===== config.mk =====
export PLATFORM = sky130hd
export DESIGN_NAME = imm_decode_stage_flat
export DESIGN_NICKNAME = d
export VERILOG_FILES = /design/src/rtl/imm_decode_stage_pkg.sv /design/src/rtl/imm_decode_stage_if.sv /design/src/rtl/imm_decode_stage_decode.sv /design/src/rtl/imm_decode_stage.sv /design/src/flat_wrapper.sv
export SDC_FILE = /design/constraint.sdc
export NUM_CORES = 1
export LEC_CHECK = 0
export BUFFER_PORTS_ARGS = -buffer_cell sky130_fd_sc_hd__buf_2
export CORE_UTILIZATION = 62
export DETAILED_ROUTE_END_ITERATION = 10
export PLACE_DENSITY = 0.87
export SETUP_SLACK_MARGIN = 0.4
export SLEW_MARGIN = 20
export SYNTH_ARGS = -nofsm -noshare
export SYNTH_HDL_FRONTEND = slang
export SYNTH_SLANG_ARGS = --single-unit

===== constraint.sdc =====
create_clock -name clk -period 21.7 [get_ports clk]
set_input_delay 3.255 -clock clk [delete_from_list [all_inputs] [get_ports clk]]
set_output_delay 3.255 -clock clk [all_outputs]
set_load 0.005 [all_outputs]

===== src/rtl/imm_decode_stage_pkg.sv =====
// Shared formats, RV opcodes and skid-buffer depth for the immediate decode stage.
package imm_pkg;

   typedef enum logic [2:0] {
      FMT_I    = 3'd0,
      FMT_U    = 3'd1,
      FMT_S    = 3'd2,
      FMT_R    = 3'd3,
      FMT_B    = 3'd4,
      FMT_J    = 3'd5,
      FMT_Z    = 3'd6,
      FMT_NONE = 3'd7
   } fmt_e;

   localparam logic [6:0] OP_LOAD     = 7'b0000011;
   localparam logic [6:0] OP_OP_IMM   = 7'b0010011;
   localparam logic [6:0] OP_OP_IMM32 = 7'b0011011;
   localparam logic [6:0] OP_JALR     = 7'b1100111;
   localparam logic [6:0] OP_SYSTEM   = 7'b1110011;
   localparam logic [6:0] OP_STORE    = 7'b0100011;
   localparam logic [6:0] OP_BRANCH   = 7'b1100011;
   localparam logic [6:0] OP_LUI      = 7'b0110111;
   localparam logic [6:0] OP_AUIPC    = 7'b0010111;
   localparam logic [6:0] OP_JAL      = 7'b1101111;
   localparam logic [6:0] OP_OP       = 7'b0110011;
   localparam logic [6:0] OP_OP32     = 7'b0111011;

   localparam int FIFO_DEPTH = 2;

endpackage


===== src/rtl/imm_decode_stage_if.sv =====
// Valid/ready bundle for the decode stage: instruction in, decoded entry out.
interface imm_decode_stage_if
   import imm_pkg::*;
#(
   parameter int XLEN = 64
);
   logic             in_valid;
   logic             in_ready;
   logic [31:0]      in_instr;
   logic [XLEN-1:0]  in_pc;
   logic             out_valid;
   logic             out_ready;
   logic [XLEN-1:0]  out_imm;
   fmt_e             out_fmt;
   logic [XLEN-1:0]  out_pc;
   logic [XLEN-1:0]  out_target;
   logic             out_illegal;

   modport slave (
      input  in_valid, in_instr, in_pc, out_ready,
      output in_ready, out_valid, out_imm, out_fmt, out_pc, out_target, out_illegal
   );

   modport master (
      output in_valid, in_instr, in_pc, out_ready,
      input  in_ready, out_valid, out_imm, out_fmt, out_pc, out_target, out_illegal
   );
endinterface


===== src/rtl/imm_decode_stage_decode.sv =====
// Combinational RV format/immediate decode. IMM_ZICSR_EN: SYSTEM with funct3[2]=1
// decodes as Z (zero-extended uimm in rs1 field); otherwise all SYSTEM is I.
module imm_decode
   import imm_pkg::*;
#(
   parameter int XLEN = 64
) (
   input  logic [31:0]     instr,
   output logic [XLEN-1:0] imm,
   output fmt_e            fmt,
   output logic            illegal
);
   // Every immediate is first built as a signed 32-bit value, then widened by a signed cast.
   logic signed [31:0] imm_i, imm_s, imm_b, imm_j, imm_u;

   assign imm_i = {{20{instr[31]}}, instr[31:20]};
   assign imm_s = {{20{instr[31]}}, instr[31:25], instr[11:7]};
   assign imm_b = {{19{instr[31]}}, instr[31], instr[7], instr[30:25], instr[11:8], 1'b0};
   assign imm_j = {{11{instr[31]}}, instr[31], instr[19:12], instr[20], instr[30:21], 1'b0};
   assign imm_u = {instr[31:12], 12'h000};

   always_comb begin
      fmt     = FMT_NONE;
      imm     = '0;
      illegal = 1'b0;
      case (instr[6:0])
         OP_LOAD, OP_OP_IMM, OP_OP_IMM32, OP_JALR: begin
            fmt = FMT_I;
            imm = XLEN'(imm_i);
         end
         OP_SYSTEM: begin
`ifdef IMM_ZICSR_EN
            if (instr[14]) begin
               fmt = FMT_Z;
               imm = XLEN'(instr[19:15]);
            end else begin
               fmt = FMT_I;
               imm = XLEN'(imm_i);
            end
`else
            fmt = FMT_I;
            imm = XLEN'(imm_i);
`endif
         end
         OP_STORE: begin
            fmt = FMT_S;
            imm = XLEN'(imm_s);
         end
         OP_BRANCH: begin
            fmt = FMT_B;
            imm = XLEN'(imm_b);
         end
         OP_LUI, OP_AUIPC: begin
            fmt = FMT_U;
            imm = XLEN'(imm_u);
         end
         OP_JAL: begin
            fmt = FMT_J;
            imm = XLEN'(imm_j);
         end
         OP_OP, OP_OP32: fmt = FMT_R;
         default: illegal = 1'b1;
      endcase
   end
endmodule


===== src/rtl/imm_decode_stage.sv =====
// Registered immediate decode behind a 2-entry skid FIFO; 1-cycle latency, in_ready
// driven only by occupancy. IMM_ZICSR_EN enables the Z (CSR uimm) format.
module imm_decode_stage
   import imm_pkg::*;
#(
   parameter int XLEN      = 64,
   parameter int TARGET_EN = 1
) (
   input  logic                clk,
   input  logic                reset,
   input  logic                flush,
   imm_decode_stage_if.slave   bus
);
   typedef struct packed {
      logic [XLEN-1:0] imm;
      logic [XLEN-1:0] pc;
      logic [XLEN-1:0] target;
      fmt_e            fmt;
      logic            illegal;
   } entry_t;

   entry_t          mem [FIFO_DEPTH];
   entry_t          head;
   logic            wr_ptr;
   logic            rd_ptr;
   logic [1:0]      count;
   logic            push;
   logic            pop;
   logic [XLEN-1:0] dec_imm;
   logic [XLEN-1:0] dec_target;
   fmt_e            dec_fmt;
   logic            dec_illegal;

   imm_decode #(.XLEN(XLEN)) u_decode (
      .instr   (bus.in_instr),
      .imm     (dec_imm),
      .fmt     (dec_fmt),
      .illegal (dec_illegal)
   );

   generate
      if (TARGET_EN != 0) begin : g_target
         assign dec_target = (dec_fmt == FMT_B || dec_fmt == FMT_J) ? bus.in_pc + dec_imm : '0;
      end else begin : g_no_target
         assign dec_target = '0;
      end
   endgenerate

   assign bus.in_ready  = (count < 2'(FIFO_DEPTH));
   assign bus.out_valid = (count != 2'd0);
   assign push          = bus.in_valid && bus.in_ready;
   assign pop           = bus.out_valid && bus.out_ready;

   always_ff @(posedge clk) begin
      if (reset || flush) begin
         count  <= 2'd0;
         wr_ptr <= 1'b0;
         rd_ptr <= 1'b0;
      end else begin
         if (push) wr_ptr <= ~wr_ptr;
         if (pop)  rd_ptr <= ~rd_ptr;
         count <= count + 2'(push) - 2'(pop);
      end
   end

   // Storage needs no reset: occupancy alone decides what is visible.
   always_ff @(posedge clk) begin
      if (push && !reset && !flush) begin
         mem[wr_ptr] <= '{imm: dec_imm, pc: bus.in_pc, target: dec_target,
                          fmt: dec_fmt, illegal: dec_illegal};
      end
   end

   assign head            = mem[rd_ptr];
   assign bus.out_imm     = bus.out_valid ? head.imm    : '0;
   assign bus.out_pc      = bus.out_valid ? head.pc     : '0;
   assign bus.out_target  = bus.out_valid ? head.target : '0;
   assign bus.out_fmt     = bus.out_valid ? head.fmt    : FMT_NONE;
   assign bus.out_illegal = bus.out_valid ? head.illegal : 1'b0;
endmodule


===== src/flat_wrapper.sv =====
// flat-port wrapper written by rule: the top's interface ports become plain ports
module imm_decode_stage_flat import imm_pkg::*;
#(
   parameter int XLEN      = 64,
   parameter int TARGET_EN = 1
)
  (clk, reset, flush, bus_in_valid, bus_in_instr, bus_in_pc, bus_out_ready, bus_in_ready, bus_out_valid, bus_out_imm, bus_out_fmt, bus_out_pc, bus_out_target, bus_out_illegal);
  imm_decode_stage_if #(.XLEN(XLEN)) bus_i ();
  input  logic clk;
  input  logic reset;
  input  logic flush;
  input wire logic [$bits(bus_i.in_valid)-1:0] bus_in_valid;
  input wire logic [$bits(bus_i.in_instr)-1:0] bus_in_instr;
  input wire logic [$bits(bus_i.in_pc)-1:0] bus_in_pc;
  input wire logic [$bits(bus_i.out_ready)-1:0] bus_out_ready;
  output wire logic [$bits(bus_i.in_ready)-1:0] bus_in_ready;
  output wire logic [$bits(bus_i.out_valid)-1:0] bus_out_valid;
  output wire logic [$bits(bus_i.out_imm)-1:0] bus_out_imm;
  output wire logic [$bits(bus_i.out_fmt)-1:0] bus_out_fmt;
  output wire logic [$bits(bus_i.out_pc)-1:0] bus_out_pc;
  output wire logic [$bits(bus_i.out_target)-1:0] bus_out_target;
  output wire logic [$bits(bus_i.out_illegal)-1:0] bus_out_illegal;
  assign bus_i.in_valid = bus_in_valid;
  assign bus_i.in_instr = bus_in_instr;
  assign bus_i.in_pc = bus_in_pc;
  assign bus_i.out_ready = bus_out_ready;
  assign bus_in_ready = bus_i.in_ready;
  assign bus_out_valid = bus_i.out_valid;
  assign bus_out_imm = bus_i.out_imm;
  assign bus_out_fmt = bus_i.out_fmt;
  assign bus_out_pc = bus_i.out_pc;
  assign bus_out_target = bus_i.out_target;
  assign bus_out_illegal = bus_i.out_illegal;
  imm_decode_stage #(.XLEN(XLEN), .TARGET_EN(TARGET_EN)) u_core (.clk(clk), .reset(reset), .flush(flush), .bus(bus_i));
endmodule

Word-level counts from Yosys, hierarchy flattened
Memories as Yosys holds them, arrays and structs flattened. A register that Yosys moved wholly into a read port is not among the register bits. Index checks and enable logic that the tools add are counted.

Memories: 1. Output and inout bits: 198. Memory bits (writable): 392. Input port bits: 101. Logic and storage cells: 50. Register bits after elaboration: 4.

Memory list: u_core.mem (depth 2, bits a word 196, read ports 1, clocked after Yosys merged registers in 1, wr ports 1, RTL line imm_decode_stage.sv:22) `entry_t mem [FIFO_DEPTH];`.

Magnitude comparators: 1. Bitwise gates (word level): 2. Multiplexer cells: 13. Add/sub/neg operators: 3. Equality and inequality tests: 14. Reduce and logical (&&, ||, !) cells: 13.

Operators with widths (number): $pmux W64 S5 (1); $mux W64 (4); $add A64 B64 Y64 (1); $eq A7 B6 Y1 const B (4); $eq A7 B7 Y1 const B (4); $eq A7 B5 Y1 const B (3); $pmux W3 S6 (1); $reduce_or A12 Y1 (1); $eq A7 B2 Y1 const B (1); $eq A3 B3 Y1 const B (2); $mux W1 (6); $reduce_or A5 Y1 (1); $logic_and A1 B1 Y1 (4); $reduce_or A2 Y1 (2); $mux W3 (1); $add A2 B1 Y2 (1); $logic_not A1 Y1 (2); $logic_or A1 B1 Y1 (2); $lt A2 B2 Y1 const B (1); $not A1 Y1 (2); $reduce_bool A2 Y1 (1); $sub A2 B1 Y2 (1).

Longest topological paths before layout
Depth in word-level cells: 6. Depth in mapped cells: 21. Depth with buffers taken out: 18.

Hierarchy
A second synthesis with hierarchy kept.

Cell total of the unflattened synthesis: 1655. Area total of the unflattened synthesis: 20260.7 µm².

Modules (own cells, without submodules): imm_decode_stage (cells each 1527, area an instance 19312.3 µm², instances 1); imm_decode (cells each 128, area an instance 948.4 µm², instances 1).

Worst setup path after synthesis
No wires, ideal clock.

Path type: input-to-reg. Start: input bus_in_valid. End: memory u_core.mem[0][0] (netlist bit) (enable). Data arrival time: 10.377 ns. Cell stages on the path: 3. Data required time: 21.010 ns. Setup slack: 10.633 ns. Cells stage by stage: nor2b_1 nand2_1 nor2_1.

Cells in the longest elaborated chain, start to end: 5.

RTL lines: start, declared (RTL line flat_wrapper.sv:12) `input wire logic [$bits(bus_i.in_valid)-1:0] bus_in_valid;`; $logic_and A1 B1 Y1 (RTL line imm_decode_stage.sv:51) `assign push = bus.in_valid && bus.in_ready;`; $logic_and A1 B1 Y1 (2 in series) (RTL line imm_decode_stage.sv:68) `if (push && !reset && !flush) begin`; $mux W1 (RTL line imm_decode_stage.sv:68); $mux W1 (implied by the code) (RTL line imm_decode_stage.sv:69) `mem[wr_ptr] <= '{imm: dec_imm, pc: bus.in_pc, target: dec_target,`; end, declared (RTL line imm_decode_stage.sv:22).

Every way passes these cells.

Final worst setup path
Start: input bus_in_instr[6]. End: memory u_core.mem[1][51] (netlist bit), data pin.

Cells in the longest elaborated chain, start to end: 6. Elaborated cells between the ends (all ways): 22.

RTL lines: start, declared (RTL line flat_wrapper.sv:13) `input wire logic [$bits(bus_i.in_instr)-1:0] bus_in_instr;`; $eq A7 B7 Y1 (tied with other cells) (RTL line imm_decode_stage_decode.sv:26) `case (instr[6:0])`; $reduce_or A5 Y1 (no source line) or $reduce_or A2 Y1 (tied branches); $pmux W3 S6 (*) (RTL line imm_decode_stage_decode.sv:26); named net u_core.dec_fmt[0] (RTL line imm_decode_stage.sv:31) `fmt_e dec_fmt;`; $eq A3 B3 Y1 (RTL line imm_decode_stage.sv:43) `assign dec_target = (dec_fmt == FMT_B || dec_fmt == FMT_J) ? bus.in_pc + dec_imm : '0;`; $logic_or A1 B1 Y1 (*) (RTL line imm_decode_stage.sv:43); $mux W64 (*) (RTL line imm_decode_stage.sv:43); named net u_core.dec_target[47] (RTL line imm_decode_stage.sv:30) `logic [XLEN-1:0] dec_target;`.

Mark *: on every way through the listed nets, which the timed path passes. The rest lies on a longest branch.

==> impl_results.md <==
* Initial antenna violation count at 7
* EDFF count, synth at 328
* RR Startpoint: u_core.count[1]
* Startpoint Class: primary input
* Post-CTS Setup Inserts at 0
* Max Clock Freq at 0.122 GHz
* Crit-path max FO at 12
* Initial core utilization at 0.637
* Mapped Area at 18000 µm²
* Total power at between 1 and 1.5 mW
* First-pass GRT wire length at around 70000 µm
* Synth Area per Inst at 11.1 µm²
* Vias in the first global route at 12900
* Unrepaired setup endpoints after global routing: no
* Min-delay src: u_core.rd_ptr
* Yosys warns at 0
* Crit end category: register
* Synth async-reset ratio at 0
* WL per Instance at 21.5 µm
* Crit path time final at 8.20 ns
* Hold Slack at ~0.55 ns
* Hold Fails Final Rpt at 0
* Die H at 172 µm
* Clk_skew at 0.0115 ns
* Hpwl dp at 33400 µm
* Slew Limit Fails at 0
* Clock buffer count from CTS at 35
* 1st-pass router iterations at 7
* Vias per cell at 6.20
* Remaining DRCs at 0
* Grt total ovfl at 0
* Commonest non-fill, non-tap cell in the layout: edfxtp_1
* PD cells at 72.1 nW/µm²
* Ports at about 300
* Buffers on Ports at approximately 300
* Sequential area share after synthesis at 0.554
* MaxCap Viol Count at 0
* Rows at 61
* Final std cells w/o fill at 2240
* Final setup TNS at 0 ns
* CTS tree: done
* Post-route ant nets at 0
* Final #Nets at about 2000
* Dpl cells at roughly 2200
* Root Buffer: clkbuf_16
* VDD IR max at 0.0000915 V
* Layout cell share with drive strength beyond 1 at 0.211
* Die width at 172 µm
* Hold bufs inserted after CTS at 0
* # H-tree levels at 2
* P&R area growth vs syn at 14.5%
* Post-cts gate resize count at 0
* Final Wtd Congestion at 0.978
* Register bit total from synthesis at 333
* Later-pin clock latency in the skew report at 0.51 ns
* Crit share post-route at 0.378
* Worst path required time at roughly 22 ns
* Final instance area at 20600 µm²
* Crit path from: bus_in_instr[6]
* Largest net degree at the start of global routing at 150
* Vias at 13900
* Commonest non-fill, non-tap cells in the layout: 328 x edfxtp_1, 298 x buf_2, 261 x nor2_1
* Syn_nets at 1747
* Main synth FF type: edfxtp_1
* Slew margin rel. at 0.310
* Worst Hold Class: reg -> reg
* Worst Setup Path Type: in -> reg
* WP data arrival at 8.41 ns
* Actual slew at the worst max-slew pin at between 1 and 1.5 ns
* Die area at 29600 µm²
* Longest Clk Path Bufs at 3
* Pleak at about 8 nW
* CTS clock-pin slew for the worst setup and hold paths at 0.06 ns
* Synth cell types at a little under 90
* Sink Count at around 330
* Final WL at between 40000 and 50000 µm
* Total GRT Usage at 0.318
* Post-Syn Instances at between 1500 and 2000
* Core area at 28200 µm²
* Final Setup Violations at 0
* Status: finished clean
* Initial DRC count at roughly 1500
* Dpl cell area at 19400 µm²
[routing by layer]
metal | vias to the layer above | routed length (µm) | GRT usage
met3 | 107 | 4020 | 0.0478
met5 | - | 14 | 0
met2 | 798 | 23800 | 0.543
met4 | 2 | 1440 | 0.107
met1 | 6627 | 18700 | 0.416
li1 | 6356 | - | -
[worst paths after layout]
kind                            cells after the start  slack [ns]           endpoint
worst max-delay path                               18       13.50  u_core.mem[1][51]
worst min-delay path                                2        0.55           register
worst max register to register                      4       18.33  u_core.mem[1][52]
worst min register to register                      2        0.55           register
[through the flow]
step                      setup slack [ns]  utilization
final                                13.50        0.730
after global routing                 13.13        0.729
after CTS                            13.70        0.729
after detailed placement             13.22        0.690
after global placement               13.54        0.690
after floorplan                      10.63            -
[worst max-delay path: stages]
cell and delay [ns]:
buf_2 0.22, inv_1 0.13, nand2_1 0.14, nor3_1 0.08, o21ai_0 0.31, inv_1 0.12
nor2_1 0.48, nor2b_1 0.16, ha_1 0.44, nand4_1 0.26, a211oi_1 0.36, o21ai_1 0.24
a2111oi_0 0.65, o31ai_1 0.33, a211oi_1 0.40, nor3_1 0.11, o21ai_0 0.15, nor3b_1 0.56
[cells by family (layout without fill, tap and decap cells)]
family,after synthesis,in the layout,synth area share
and+or+nand+nor,586,586,0.152
DFF,333,333,0.554
AOI/OAI and AO/OA,256,256,0.0992
muxes,185,185,0.104
buffers and inverters,169,414,0.0433
xor gates and xnor gates,47,47,0.0229
adders and majority gates,35,35,0.0248
other,0,6,0
[area by class of cell]
type                       instances  area [µm²]
inverter                          40         150
multi-input combinational       1109        7250
tap                              378         473
fill                            1937        7610
timing repair buffer             311        1600
clock buffer                      44         952
antenna                            6        15.0
sequential                       333        9950
clock inverter                    19         153
[state kept, by name, indices dropped and copies added, names as in the netlist, named ones only]
signal         cells
u_core.rd_ptr      1
u_core.wr_ptr      1
u_core.count       2
u_core.mem       328
[power by group]
| part | internal [mW] | total [mW] | switching [mW] |
|---|---|---|---|
| Clock | 0.336 | 0.574 | 0.238 |
| Combinational | 0.0690 | 0.184 | 0.115 |
| Sequential | 0.718 | 0.724 | 0.00563 |
| Total | 1.12 | 1.48 | 0.358 |
[synthesized netlist by cell type, drive strengths merged, types with 7 or more instances]
library cell,number,area [µm²]
xor2,15,131
a21o,28,210
or3,18,118
a21oi,55,275
o21ai,56,292
nand3,49,245
and2,12,75.1
and3,27,169
a31oi,10,62.6
mux2i,180,1800
or2,9,56.3
nand4,18,113
nand2,98,370
edfxtp,328,9850
ha,34,425
o211ai,9,67.6
nor4,9,56.3
o21bai,10,75.1
buf,59,364
nor3,34,175
inv,40,150
nand2b,11,68.8
clkbuf,70,263
a211oi,16,133
xnor2,32,280
a2111oi,7,88.8
nor2b,9,56.3
nor2,264,993
o31ai,7,52.6
Power figures use the tool's default switching activity.
